`src/rtl/compare_tally.sv`:
```
`default_nettype none
// ============================================================================
// Module   : compare_tally
// Brief    : Tallies a window of comparator results and reports the counts
//            and largest winning operand over a valid/ready handshake.
// Revision : 1.0 - initial release
// ============================================================================
module compare_tally #(
  parameter int WIN = 16
) (
  input  logic       clk,
  input  logic       rst_n,
  input  logic       start,
  input  logic       in_valid,
  output logic       in_ready,
  input  logic [7:0] A,
  input  logic [7:0] B,
  input  logic       AEB,
  input  logic       ASB,
  input  logic       AGB,
  output logic       out_valid,
  input  logic       out_ready,
  output logic [7:0] eq_cnt,
  output logic [7:0] lt_cnt,
  output logic [7:0] gt_cnt,
  output logic [7:0] err_cnt,
  output logic [7:0] max_win,
  output logic       busy
);

  localparam logic [7:0] c_last = 8'(WIN - 1);

  typedef enum logic [1:0] {
    S_IDLE   = 2'd0,
    S_ACCUM  = 2'd1,
    S_REPORT = 2'd2
  } state_t;

  state_t     r_state;
  state_t     w_next;
  logic [7:0] r_idx;
  logic [7:0] r_eq;
  logic [7:0] r_lt;
  logic [7:0] r_gt;
  logic [7:0] r_err;
  logic [7:0] r_max;
  logic       w_accept;
  logic       w_legal;
  logic       w_clear;
  logic [7:0] w_win;

  assign w_accept = in_valid && (r_state == S_ACCUM);
  assign w_clear  = (r_state == S_IDLE) && start;
  assign w_legal  = ({AEB, ASB, AGB} == 3'b100) ||
                    ({AEB, ASB, AGB} == 3'b010) ||
                    ({AEB, ASB, AGB} == 3'b001);
  // Only meaningful for legal samples, where ASB alone selects B.
  assign w_win    = ASB ? B : A;

  always_ff @(posedge clk or negedge rst_n) begin
    if (!rst_n) begin
      r_state <= S_IDLE;
    end else begin
      r_state <= w_next;
    end
  end

  always_comb begin
    w_next = r_state;
    case (r_state)
      S_IDLE:   if (start) w_next = S_ACCUM;
      S_ACCUM:  if (w_accept && (r_idx == c_last)) w_next = S_REPORT;
      S_REPORT: if (out_ready) w_next = S_IDLE;
      default:  w_next = S_IDLE;
    endcase
  end

  always_ff @(posedge clk or negedge rst_n) begin
    if (!rst_n) begin
      r_idx <= 8'd0;
      r_eq  <= 8'd0;
      r_lt  <= 8'd0;
      r_gt  <= 8'd0;
      r_err <= 8'd0;
      r_max <= 8'd0;
    end else if (w_clear) begin
      r_idx <= 8'd0;
      r_eq  <= 8'd0;
      r_lt  <= 8'd0;
      r_gt  <= 8'd0;
      r_err <= 8'd0;
      r_max <= 8'd0;
    end else if (w_accept) begin
      r_idx <= r_idx + 8'd1;
      if (w_legal) begin
        if (AEB) r_eq <= r_eq + 8'd1;
        if (ASB) r_lt <= r_lt + 8'd1;
        if (AGB) r_gt <= r_gt + 8'd1;
        if (w_win > r_max) r_max <= w_win;
      end else begin
        r_err <= r_err + 8'd1;
      end
    end
  end

  assign in_ready  = (r_state == S_ACCUM);
  assign out_valid = (r_state == S_REPORT);
  assign busy      = (r_state != S_IDLE);
  assign eq_cnt    = r_eq;
  assign lt_cnt    = r_lt;
  assign gt_cnt    = r_gt;
  assign err_cnt   = r_err;
  assign max_win   = r_max;

endmodule
`default_nettype wire
```
`config.mk`:
```
export PLATFORM = sky130hd
export DESIGN_NAME = compare_tally
export DESIGN_NICKNAME = d
export VERILOG_FILES = /design/src/rtl/compare_tally.sv
export SDC_FILE = /design/constraint.sdc
export NUM_CORES = 1
export LEC_CHECK = 0
export CORE_MARGIN = 1
export CORE_UTILIZATION = 50
export DETAILED_ROUTE_END_ITERATION = 8
export GPL_TIMING_DRIVEN = 0
export HOLD_SLACK_MARGIN = 0.02
export PLACE_DENSITY = 0.81
export SYNTH_ARGS = -nofsm -noshare
export SYNTH_HDL_FRONTEND = slang
export SYNTH_SLANG_ARGS = --single-unit
```
`constraint.sdc`:
```
create_clock -name clk -period 2.6 [get_ports clk]
set_clock_uncertainty 0.05 [all_clocks]
set_input_delay 0.39 -clock clk [delete_from_list [all_inputs] [get_ports clk]]
set_output_delay 0.39 -clock clk [all_outputs]
set_load 0.01 [all_outputs]
```
==> results.md, run 1 <==
* Ports at 67
* Inserted Clock Buffers at 5
* Fmax at between 400 and 500 MHz
* Port Buffers at 66
* Diodes inserted at 0
* DRC Markers at 0
* Critical path class: in2reg
* CORE AREA at 5205 sq um
* Layout cells sized above 1 at 13.88%
* Peak supply drop at 0.6752 mV
* Sum Neg Setup Slack at 0 ns
* Crit path launch type: input pin
* Reg area at 1251 sq um
* Final critical-path share of the clock period at between 80% and 90%
* DIE WIDTH at between 70 and 80 um
* Final Hold Viols at 0
* Cells after synthesis at 271
* Maxcap violations at 0
* Initial core utilization at between 50 and 60%
* Yosys cell types at 39
* All-Layer GR Usage at 21.16%
* Drt total wl at about 6000 um
* Area leader, netlist: dfrtp_1
* Syn_area_per_cell at 10.17 sq um
* Placed Cells at 408
* Crit Path Max Fanout at 8
* Pre-antenna DRT Iters at 4
* Synth Cell Area at about 2800 sq um
* Post-DR wirelength/cell at 14.25 um
* Top-count cell post-synth: dfrtp_1
* Final net count at 389
* Placement Rows at 26
* Area post-placement at between 3000 and 4000 sq um
* Synth top area share at 45.39%
* Crit path DAT at around 2.5 ns
* Outcome: completed
* Via density at 5.392
* Leakage power at around 1.6 nW
* Cells taking the most area after synthesis: dfrtp_1 45%, xor2_1 7.6%, ha_1 5.9%, nand4_1 3.6%, nor2_1 3.1%
* Crit end category: flop
* HP Class: reg2reg
* Vias at 2281
* Clock transition at path regs at 0.09 ns
* Largest net degree at the start of global routing at 31
* Fin. max-slew vios at 0
* Gpl congestion at 0.7689
* Area of the multi-input gates at 1440 sq um
* Crit path time final at 2.334 ns
* Full die area at 5814 sq um
* Dominant synthesized flop cell: dfrtp_1
* Syn. warnings at 0
* Clock root buffer master: clkbuf_8
* Required @ worst endpoint at 2.72 ns
* Grt total ovfl at 0
* P&R area growth vs syn at 34.59%
* Commonest cells post-synth: 50 x dfrtp_1, 24 x xor2_1, 23 x nor2_1
* FFs w/ async S/R, synth at between 90% and 100%
* First-pass GRT wire length at 10050 um
* Clk buf depth at 2
* # fillers at 399
* Final setup fails at 0
* Worst slew margin at 35.00%
* Antenna viol nets, final at 0
* Sequential fraction of the synthesis area at 45.39%
* RSZ-0062 raised after global routing: no
* Fin cells at ~420
* Vias in the first global route at 2183
* Worst-Skew Late Latency at 0.30 ns
* Final instance area at 3710 sq um
* EDFF count, synth at 0
* Mapped Nets at roughly 310
* Pin slew with the least headroom to its limit at 0.9478 ns
* Pwr/cell area at roughly 750 nW/um^2
* CTS tree: yes
* H-tree depth at 2
* Sink Count at 50
* Yosys reg bits at 50
* Dpl hpwl at 4397 um
* Antenna violations before repair at 0
* Die Ht at 76.25 um
* Starting DRT DRC Count at 81
* Worst reg-to-reg setup slack at 0.54 ns
-- where the power goes --
group	internal, mW	switching (mW)	total, mW
Clock	0.198	0.272	0.471
Combinational	0.582	0.572	1.15
Sequential	0.965	0.198	1.16
Total	1.75	1.04	2.79
-- critical path: stages --
cell and delay [ns]:
dlymetal6s2s_1 0.14, buf_6 0.15, buf_4 0.14, mux2_2 0.35, ha_1 0.29, nand4_1 0.14
nor2_4 0.07, o41ai_2 0.39, o21a_2 0.28, o22ai_1 0.11
-- flip-flops by register name, summed over array words and instances (netlist names) --
| signal | flops |
|---|---|
| gt_cnt | 8 |
| r_state | 2 |
| err_cnt | 8 |
| eq_cnt | 8 |
| r_idx | 8 |
| lt_cnt | 8 |
| max_win | 8 |
-- cells in the final DEF, fill, tap and decap left out, drive strengths merged, types with 2 or more instances in the layout --
cell           instances
xor2                  24
mux2i                  5
a21oi                  8
nand3                  8
o211ai                10
buf                   12
nor2                  32
a211oi                 3
nand2                 20
mux2                   7
ha                    13
clkdlybuf4s50         64
o21ai                 17
nand4                 16
xnor2                  5
o21a                   2
nor2b                  3
and3                   7
or3                    4
nor3                   2
inv                   15
dfrtp                 50
clkbuf                 9
or3b                   4
-- per-layer routing --
metal  vias to the layer above  track usage, %  routed length [um]
met3                        10           3.114                 233
met4                         0           4.808                  65
li1                       1113               -                   -
met2                        54           38.11                3092
met5                         -               0                   0
met1                      1104           26.73                2634
-- metrics by stage --
stage                     power [mW]  setup slack [ns]  utilization [%]  hold slack [ns]
final                          2.789            0.2657            71.27           0.4945
after global routing           2.980            0.2040            71.27           0.5124
after CTS                      2.780          0.004880            70.22           0.4985
after detailed placement       2.291           -0.8353            67.62           0.3315
after global placement         2.245           -0.8423            67.33           0.4519
after floorplan                1.758           0.08020                -          0.04441
-- final timing paths --
kind                                              from                      to  depth (start not counted)
max in group asynchronous                        rst_n  err_cnt[2]$_DFFE_PN0P_                          3
worst min register to register  err_cnt[4]$_DFFE_PN0P_  err_cnt[4]$_DFFE_PN0P_                          1
min in group asynchronous                        rst_n   lt_cnt[5]$_DFFE_PN0P_                          2
worst min-delay path            err_cnt[4]$_DFFE_PN0P_  err_cnt[4]$_DFFE_PN0P_                          1
worst max register to register  r_state[1]$_DFFE_PN0P_   lt_cnt[6]$_DFFE_PN0P_                          7
worst max-delay path                               ASB  max_win[0]$_DFFE_PN0P_                         10
-- layout make-up --
type	instances	area share (%)
Sequential cell	50	33.73
Tap cell	70	2.361
Clock buffer	5	1.855
Clock inverter	3	0.7083
Multi-Input combinational cell	200	38.82
Buffer	8	1.450
Timing Repair Buffer	74	19.76
Inverter	13	1.315
-- logic make-up (layout without fill, tap and decap cells) --
logic type	after synthesis	in the layout	synth area share, %
flops	50	50	45.39
buf+inv	21	103	3.450
xor+xnor	29	29	9.215
simple gates	100	100	19.02
fa+ha+maj	13	13	5.901
compound gates	46	46	12.35
mux	12	12	4.676
-- timing repair --
item                                    in CTS  in global routing
hold endpoints to repair                    20                  0
buffers inserted                             1                  5
pin swaps                                    1                  3
gates cloned                                 0                  0
hold buffers                                 1                  0
endpoints found under the setup margin       8                  8
resized for setup                            6                  9
No activity file was read; power rests on OpenSTA's default activity.
==> inputs of run 2 (changes only) <==
--- a/config.mk
+++ b/config.mk
@@ -5,6 +5,8 @@
 export SDC_FILE = /design/constraint.sdc
 export NUM_CORES = 1
 export LEC_CHECK = 0
+export ABC_CLOCK_PERIOD_IN_PS = 2600
+export CAP_MARGIN = 5
 export CORE_MARGIN = 1
 export CORE_UTILIZATION = 50
 export DETAILED_ROUTE_END_ITERATION = 8
==> results of run 2 <==
Same layout as run 1: the final DEF is identical, and so are final timing and power.
